## src/rtl/mult_booth4_seq_pkg.sv

```systemverilog
// Shared types for the iterative radix-4 Booth multiplier.
// Holds the FSM state encoding, the decoded Booth digit and the counter sizing.
// Also imported by the parallel Booth partial-product generators.
package mult_booth4_seq_pkg;

  typedef enum logic [1:0] {
    IDLE = 2'd0,
    BUSY = 2'd1,
    DONE = 2'd2
  } state_t;

  // One radix-4 Booth digit: magnitude is one or two times A, sign in neg.
  typedef struct packed {
    logic neg;
    logic one;
    logic two;
  } booth_digit_t;

  // The counter covers WIDTH/2+1 digits with headroom for the terminal value.
  function automatic int cnt_width(input int width);
    return $clog2(width / 2 + 2);
  endfunction

endpackage

```

## src/rtl/mult_booth4_seq_if.sv

```systemverilog
// Operand/product handshake bundle for the iterative Booth multiplier.
// master = upstream/downstream side, slave = multiplier side.
// Both directions use valid/ready; the producer holds data until accepted.
interface mult_booth4_seq_if #(
  parameter int WIDTH = 16
);
  logic                 in_valid;
  logic                 in_ready;
  logic [WIDTH-1:0]     multiplicand;
  logic [WIDTH-1:0]     multiplier;
  logic                 is_signed;
  logic                 out_valid;
  logic                 out_ready;
  logic [2*WIDTH-1:0]   product;

  modport master (
    output in_valid, multiplicand, multiplier, is_signed, out_ready,
    input  in_ready, out_valid, product
  );

  modport slave (
    input  in_valid, multiplicand, multiplier, is_signed, out_ready,
    output in_ready, out_valid, product
  );
endinterface

```

## src/rtl/mult_booth4_seq_digit_enc.sv

```systemverilog
// Radix-4 Booth recoder: 3-bit window {b[2i+1], b[2i], b[2i-1]} -> digit.
// Purely combinational, zero latency.
// No handshake; the caller owns the window register.
module booth4_digit_enc
  import mult_booth4_seq_pkg::*;
(
  input  logic [2:0]   window,
  output booth_digit_t digit
);

  // Map each window onto {0, +1, +2, -2, -1}; 000 and 111 both mean zero.
  always_comb begin
    digit = '0;
    case (window)
      3'b001, 3'b010: digit.one = 1'b1;
      3'b011:         digit.two = 1'b1;
      3'b100:         begin digit.neg = 1'b1; digit.two = 1'b1; end
      3'b101, 3'b110: begin digit.neg = 1'b1; digit.one = 1'b1; end
      default:        digit = '0;
    endcase
  end

endmodule

```

## src/rtl/mult_booth4_seq.sv

```systemverilog
// Iterative radix-4 Booth multiplier, one digit per cycle, signed/unsigned per op.
// Latency: accept at edge T -> out_valid after edge T+WIDTH/2+1.
// Backpressure: in_ready only in IDLE; the product is held in DONE until out_ready.
module mult_booth4_seq
  import mult_booth4_seq_pkg::*;
#(
  parameter int WIDTH = 16  // even and >= 4
) (
  input logic              clk,
  input logic              rst_n,
  mult_booth4_seq_if.slave bus
);

  localparam int DIGITS = WIDTH / 2 + 1;
  localparam int ACC_W  = 2 * WIDTH + 2;
  localparam int B_W    = WIDTH + 3;  // B extended to WIDTH+2 plus the implicit B[-1]
  localparam int CNT_W  = cnt_width(WIDTH);
  localparam logic [CNT_W-1:0] LAST_CNT = CNT_W'(DIGITS - 1);

  state_t               state;
  logic [CNT_W-1:0]     cnt;
  logic [ACC_W-1:0]     acc;
  logic [ACC_W-1:0]     a_sh;    // A * 4^cnt, sign/zero extended to the accumulator width
  logic [B_W-1:0]       b_sh;    // B shifted right by 2 per digit; low 3 bits are the window
  logic [2*WIDTH-1:0]   product_q;
  logic                 out_valid_q;

  booth_digit_t         dig;
  logic                 a_sx;
  logic                 b_sx;
  logic [ACC_W-1:0]     a_load;
  logic [B_W-1:0]       b_load;
  logic [ACC_W-1:0]     multiple;
  logic [ACC_W-1:0]     addend;
  logic [ACC_W-1:0]     acc_next;

  // Extension bits are sign copies only in signed mode, so one path serves both.
  assign a_sx   = bus.is_signed & bus.multiplicand[WIDTH-1];
  assign b_sx   = bus.is_signed & bus.multiplier[WIDTH-1];
  assign a_load = {{(ACC_W - WIDTH){a_sx}}, bus.multiplicand};
  assign b_load = {{2{b_sx}}, bus.multiplier, 1'b0};

  booth4_digit_enc u_enc (
    .window (b_sh[2:0]),
    .digit  (dig)
  );

  // Negative digits reuse the adder: acc + ~multiple + 1.
  assign multiple = dig.two ? {a_sh[ACC_W-2:0], 1'b0} :
                    dig.one ? a_sh : '0;
  assign addend   = dig.neg ? ~multiple : multiple;
  assign acc_next = acc + addend + ACC_W'(dig.neg);

  assign bus.in_ready  = (state == IDLE);
  assign bus.out_valid = out_valid_q;
  assign bus.product   = product_q;

  // Control FSM plus operand, accumulator and result registers.
  always_ff @(posedge clk or negedge rst_n) begin
    if (!rst_n) begin
      state       <= IDLE;
      cnt         <= '0;
      acc         <= '0;
      a_sh        <= '0;
      b_sh        <= '0;
      product_q   <= '0;
      out_valid_q <= 1'b0;
    end else begin
      case (state)
        IDLE: begin
          if (bus.in_valid) begin
            a_sh  <= a_load;
            b_sh  <= b_load;
            acc   <= '0;
            cnt   <= '0;
            state <= BUSY;
          end
        end
        BUSY: begin
          acc  <= acc_next;
          a_sh <= {a_sh[ACC_W-3:0], 2'b00};
          b_sh <= {{2{b_sh[B_W-1]}}, b_sh[B_W-1:2]};
          cnt  <= cnt + CNT_W'(1);
          if (cnt == LAST_CNT) begin
            // Take the sum including the final digit, not the stale accumulator.
            product_q   <= acc_next[2*WIDTH-1:0];
            out_valid_q <= 1'b1;
            state       <= DONE;
          end
        end
        DONE: begin
          if (bus.out_ready) begin
            out_valid_q <= 1'b0;
            state       <= IDLE;
          end
        end
        default: state <= IDLE;
      endcase
    end
  end

endmodule
```

## src/flat_wrapper.sv

```systemverilog
// flat-port wrapper written by rule: the top's interface ports become plain ports
module mult_booth4_seq_flat import mult_booth4_seq_pkg::*;
#(
  parameter int WIDTH = 16                  
)
  (clk, rst_n, bus_in_valid, bus_multiplicand, bus_multiplier, bus_is_signed, bus_out_ready, bus_in_ready, bus_out_valid, bus_product);
  mult_booth4_seq_if #(.WIDTH(WIDTH)) bus_i ();
  input logic clk;
  input logic rst_n;
  input wire logic [$bits(bus_i.in_valid)-1:0] bus_in_valid;
  input wire logic [$bits(bus_i.multiplicand)-1:0] bus_multiplicand;
  input wire logic [$bits(bus_i.multiplier)-1:0] bus_multiplier;
  input wire logic [$bits(bus_i.is_signed)-1:0] bus_is_signed;
  input wire logic [$bits(bus_i.out_ready)-1:0] bus_out_ready;
  output wire logic [$bits(bus_i.in_ready)-1:0] bus_in_ready;
  output wire logic [$bits(bus_i.out_valid)-1:0] bus_out_valid;
  output wire logic [$bits(bus_i.product)-1:0] bus_product;
  assign bus_i.in_valid = bus_in_valid;
  assign bus_i.multiplicand = bus_multiplicand;
  assign bus_i.multiplier = bus_multiplier;
  assign bus_i.is_signed = bus_is_signed;
  assign bus_i.out_ready = bus_out_ready;
  assign bus_in_ready = bus_i.in_ready;
  assign bus_out_valid = bus_i.out_valid;
  assign bus_product = bus_i.product;
  mult_booth4_seq #(.WIDTH(WIDTH)) u_core (.clk(clk), .rst_n(rst_n), .bus(bus_i));
endmodule
```

## config.mk

```make
export PLATFORM = sky130hd
export DESIGN_NAME = mult_booth4_seq_flat
export DESIGN_NICKNAME = d
export VERILOG_FILES = /design/src/rtl/mult_booth4_seq_pkg.sv /design/src/rtl/mult_booth4_seq_if.sv /design/src/rtl/mult_booth4_seq_digit_enc.sv /design/src/rtl/mult_booth4_seq.sv /design/src/flat_wrapper.sv
export SDC_FILE = /design/constraint.sdc
export NUM_CORES = 1
export LEC_CHECK = 0
export CAP_MARGIN = 0
export CORE_AREA = 2 2 113 115
export DETAILED_ROUTE_END_ITERATION = 8
export DIE_AREA = 0 0 115 117
export PLACE_DENSITY = 0.85
export RECOVER_POWER = 50
export SYNTH_ARGS = -nofsm -noshare
export SYNTH_HDL_FRONTEND = slang
export SYNTH_SLANG_ARGS = --single-unit
export TNS_END_PERCENT = 50
```

## constraint.sdc

```tcl
create_clock -name clk -period 6 [get_ports clk]
set_input_delay 0.6 -clock clk [delete_from_list [all_inputs] [get_ports clk]]
set_output_delay 0.6 -clock clk [all_outputs]
set_load 0.005 [all_outputs]
```

==> impl_metrics.sql <==
INSERT INTO impl_metrics (metric_group, metric, value, unit) VALUES
('run_status', 'outcome', 'finished with violations', ''),
('run_status', 'violated_checks', 'max-capacitance violations, max-slew violations', ''),
('detailed_routing', 'avgRoutedWirePerCell', '19.42', 'um'),
('place', 'detailed_place_hpwl', '13520', 'um'),
('clocking', 'cts_max_path_buffers', '2', ''),
('timing', 'timing.final.crit_period', '4.294', 'ns'),
('timing', 'report.final.hold_viol_count', '0', ''),
('timing', 'max_slew_margin', '-185.7', '%'),
('clocking', 'worst_skew_pair.late_latency', '0.42', 'ns'),
('timing', 'final.hold.worst_slack', '0.4699', 'ns'),
('timing', 'clock-skew-final', '0.007753', 'ns'),
('critical_path', 'cp_data_arrival_time', '4.57', 'ns'),
('detailed_routing', 'num_vias', '6442', ''),
('logic_synthesis', 'synth_seq_cells', '122', ''),
('logic_synthesis', 'mappedNetlistArea', '0.007488', 'sq mm'),
('cells_and_area', 'antenna_cells', '0', ''),
('global_routing', 'grt_pass1_wl', '32250', 'um'),
('logic_synthesis', 'dominant_combinational_cell_family_by_area_after_synthesis', 'compound AO/OA/AOI/OAI gates', ''),
('cells_and_area', 'drive_gt1_share', '7.463', '%'),
('global_routing', 'largest_net_degree_at_the_start_of_global_routing', '80', ''),
('timing', 'worst_slack', '1.706', 'ns'),
('clocking', 'cts_tree', 'done', ''),
('die', 'die_width', '115', 'um'),
('timing', 'max_slew.worst_pin.slew', '4.285', 'ns'),
('critical_path', 'critPathCaptureType', 'flip-flop', ''),
('die', 'io_pins', '71', ''),
('logic_synthesis', 'synth-xor-area-share', '7.135', '%'),
('detailed_routing', 'drt_first_iter_violations', '651', ''),
('detailed_routing', 'drt_first_pass_iters', '5', ''),
('clocking', 'postCtsSetupRepairBufs', '0', ''),
('timing', 'max_freq', '232.9', 'MHz'),
('critical_path', 'startpoint_type', 'flip-flop', ''),
('die', 'die_area', '0.01346', 'sq mm'),
('logic_synthesis', 'syn-instance-count', '814', ''),
('die', 'core_region_area', '0.01231', 'sq mm'),
('logic_synthesis', 'synth-async-reset-ratio', '100.0', '%'),
('critical_path', 'worst-path-max-fanout', '33', ''),
('global_routing', 'first_global_vias', '6226', ''),
('logic_synthesis', 'synth_most_common_cell', 'sky130_fd_sc_hd__dfrtp_1', ''),
('job', 'maxCapViolCount', '1', ''),
('clocking', 'post_cts_resized', '0', ''),
('logic_synthesis', 'synth_compound_area_share', '23.63', '%'),
('global_routing', 'antenna_violations_before_repair', '0', ''),
('die', 'initial_cell_density_of_the_core', '60.82', '%'),
('clocking', 'cts_hold_repair.buffers', '0', ''),
('place', 'post-place-ws', '1.850', 'ns'),
('logic_synthesis', 'post_synth_mux_area_share', '2.373', '%'),
('logic_synthesis', 'number_of_flops_mapped_to_enable_cells_by_yosys', '0', ''),
('timing', 'setup-tns-final', '0', 'ns'),
('logic_synthesis', 'synth_top_area_share', '40.77', '%'),
('logic_synthesis', 'ys_dominant_reg_cell', 'sky130_fd_sc_hd__dfrtp_1', ''),
('clocking', 'cts_max_level', '4', ''),
('detailed_routing', 'viasPerCell', '6.310', ''),
('logic_synthesis', 'syn_avg_cell_area', '9.200', 'sq um'),
('global_routing', 'gr-usage-all-layers', '30.95', '%'),
('global_routing', 'overflow', '0', ''),
('timing', 'report.final.slew_viol_count', '80', ''),
('die', 'floorplan_die_height', '117', 'um'),
('clocking', 'path_clk_slew', '0.06', 'ns'),
('clocking', 'tritoncts.num_buffers', '17', ''),
('logic_synthesis', 'synth_simple_gate_area_share', '15.74', '%'),
('timing', 'rsz0062_at_grt', 'no', ''),
('cells_and_area', 'area.growth.synth_to_final', '18.26', '%'),
('place', 'portBuffers', '70', ''),
('clocking', 'clock-root-buffer', 'sky130_fd_sc_hd__clkbuf_16', ''),
('logic_synthesis', 'synth.largest_area_cell', 'sky130_fd_sc_hd__dfrtp_1', ''),
('hold_path', 'hp-class', 'flip-flop to flip-flop', ''),
('die', 'core.rowCount', '41', ''),
('logic_synthesis', 'yosys-top-cells-count', 'sky130_fd_sc_hd__dfrtp_1, sky130_fd_sc_hd__nand2_1, sky130_fd_sc_hd__a21oi_1', ''),
('detailed_routing', 'detail_route.drc_violations', '0', ''),
('detailed_routing', 'detail_route.wirelength', '19830', 'um');
-- worst paths after layout --
check	from	to	slack [ns]	cells after the start
worst max-delay path	u_core.b_sh[1]	u_core.acc[22]	1.71	15
worst min-delay path	u_core.bus.product[7]	u_core.bus.product[7]	0.47	2
worst max register to register	u_core.b_sh[1]	u_core.acc[22]	1.71	15
worst min register to register	u_core.bus.product[7]	u_core.bus.product[7]	0.47	2
max in group asynchronous	rst_n	u_core.a_sh[30]	1.89	1
min in group asynchronous	rst_n	u_core.bus.product[10]	1.67	1
-- cell type report --
type                       instances  area (sq um)
inverter                          13         48.80
clock buffer                      18         439.2
multi-input combinational        624          4210
fill                             924          3456
timing repair buffer              81         773.2
tap                              150         187.7
clock inverter                    13         143.9
sequential                       122          3053
-- worst max-delay path: stages, from the launching register on --
cell                       delay (ns)
sky130_fd_sc_hd__dfrtp_1         0.40
sky130_fd_sc_hd__inv_1           0.09
sky130_fd_sc_hd__ha_1            0.73
sky130_fd_sc_hd__and3_1          0.26
sky130_fd_sc_hd__a21oi_1         0.05
sky130_fd_sc_hd__xor2_1          0.21
sky130_fd_sc_hd__inv_1           0.09
sky130_fd_sc_hd__fa_1            0.44
sky130_fd_sc_hd__nor2b_1         0.16
sky130_fd_sc_hd__o31a_1          0.21
sky130_fd_sc_hd__a21oi_1         0.16
sky130_fd_sc_hd__a21oi_1         0.34
sky130_fd_sc_hd__nor2_1          0.14
sky130_fd_sc_hd__o311ai_0        0.48
sky130_fd_sc_hd__mux2i_1         0.28
sky130_fd_sc_hd__o21ai_0         0.10
-- registers in the layout (all words and copies together), names as in the netlist --
register	count
u_core.bus.product	32
u_core.b_sh	19
u_core.a_sh	32
u_core.state	2
u_core.bus.out_valid	1
u_core.acc	32
u_core.cnt	4
-- through the flow --
stage,cell area [sq um],cells,util [%]
finish,8856,1021,71.93
global route,8856,1021,71.93
CTS,8864,1021,71.99
detailed placement,8280,990,67.26
global placement,8280,990,67.26
floorplan,7488,814,-
-- cells by family after synthesis --
| group | Yosys count |
|---|---|
| compound gates | 273 |
| xor+xnor | 61 |
| flops | 122 |
| mux | 16 |
| fa+ha+maj | 41 |
| simple gates | 233 |
| buf+inv | 68 |
-- routing by layer --
metal | vias up | global-route usage, % | share of wire (%)
met5 | - | 0 | 0
met4 | 0 | 10.20 | 1.9
met3 | 34 | 7.106 | 6.2
met2 | 259 | 49.65 | 48
met1 | 3109 | 41.90 | 44
li1 | 3040 | - | -
-- cells in the final DEF, fill, tap and decap left out, types with 27 or more instances in the layout --
cell type                         instances
sky130_fd_sc_hd__o21ai_0                 64
sky130_fd_sc_hd__dfrtp_1                122
sky130_fd_sc_hd__and3_1                  35
sky130_fd_sc_hd__ha_1                    40
sky130_fd_sc_hd__xor2_1                  42
sky130_fd_sc_hd__clkdlybuf4s50_1         54
sky130_fd_sc_hd__a21oi_1                 92
sky130_fd_sc_hd__a22o_1                  29
sky130_fd_sc_hd__nand2_1                 95
sky130_fd_sc_hd__nor2_1                  27
Power is left out: the tool's default activity adds up to more than one toggle a clock period on the data nets, which glitch-free logic cannot reach.
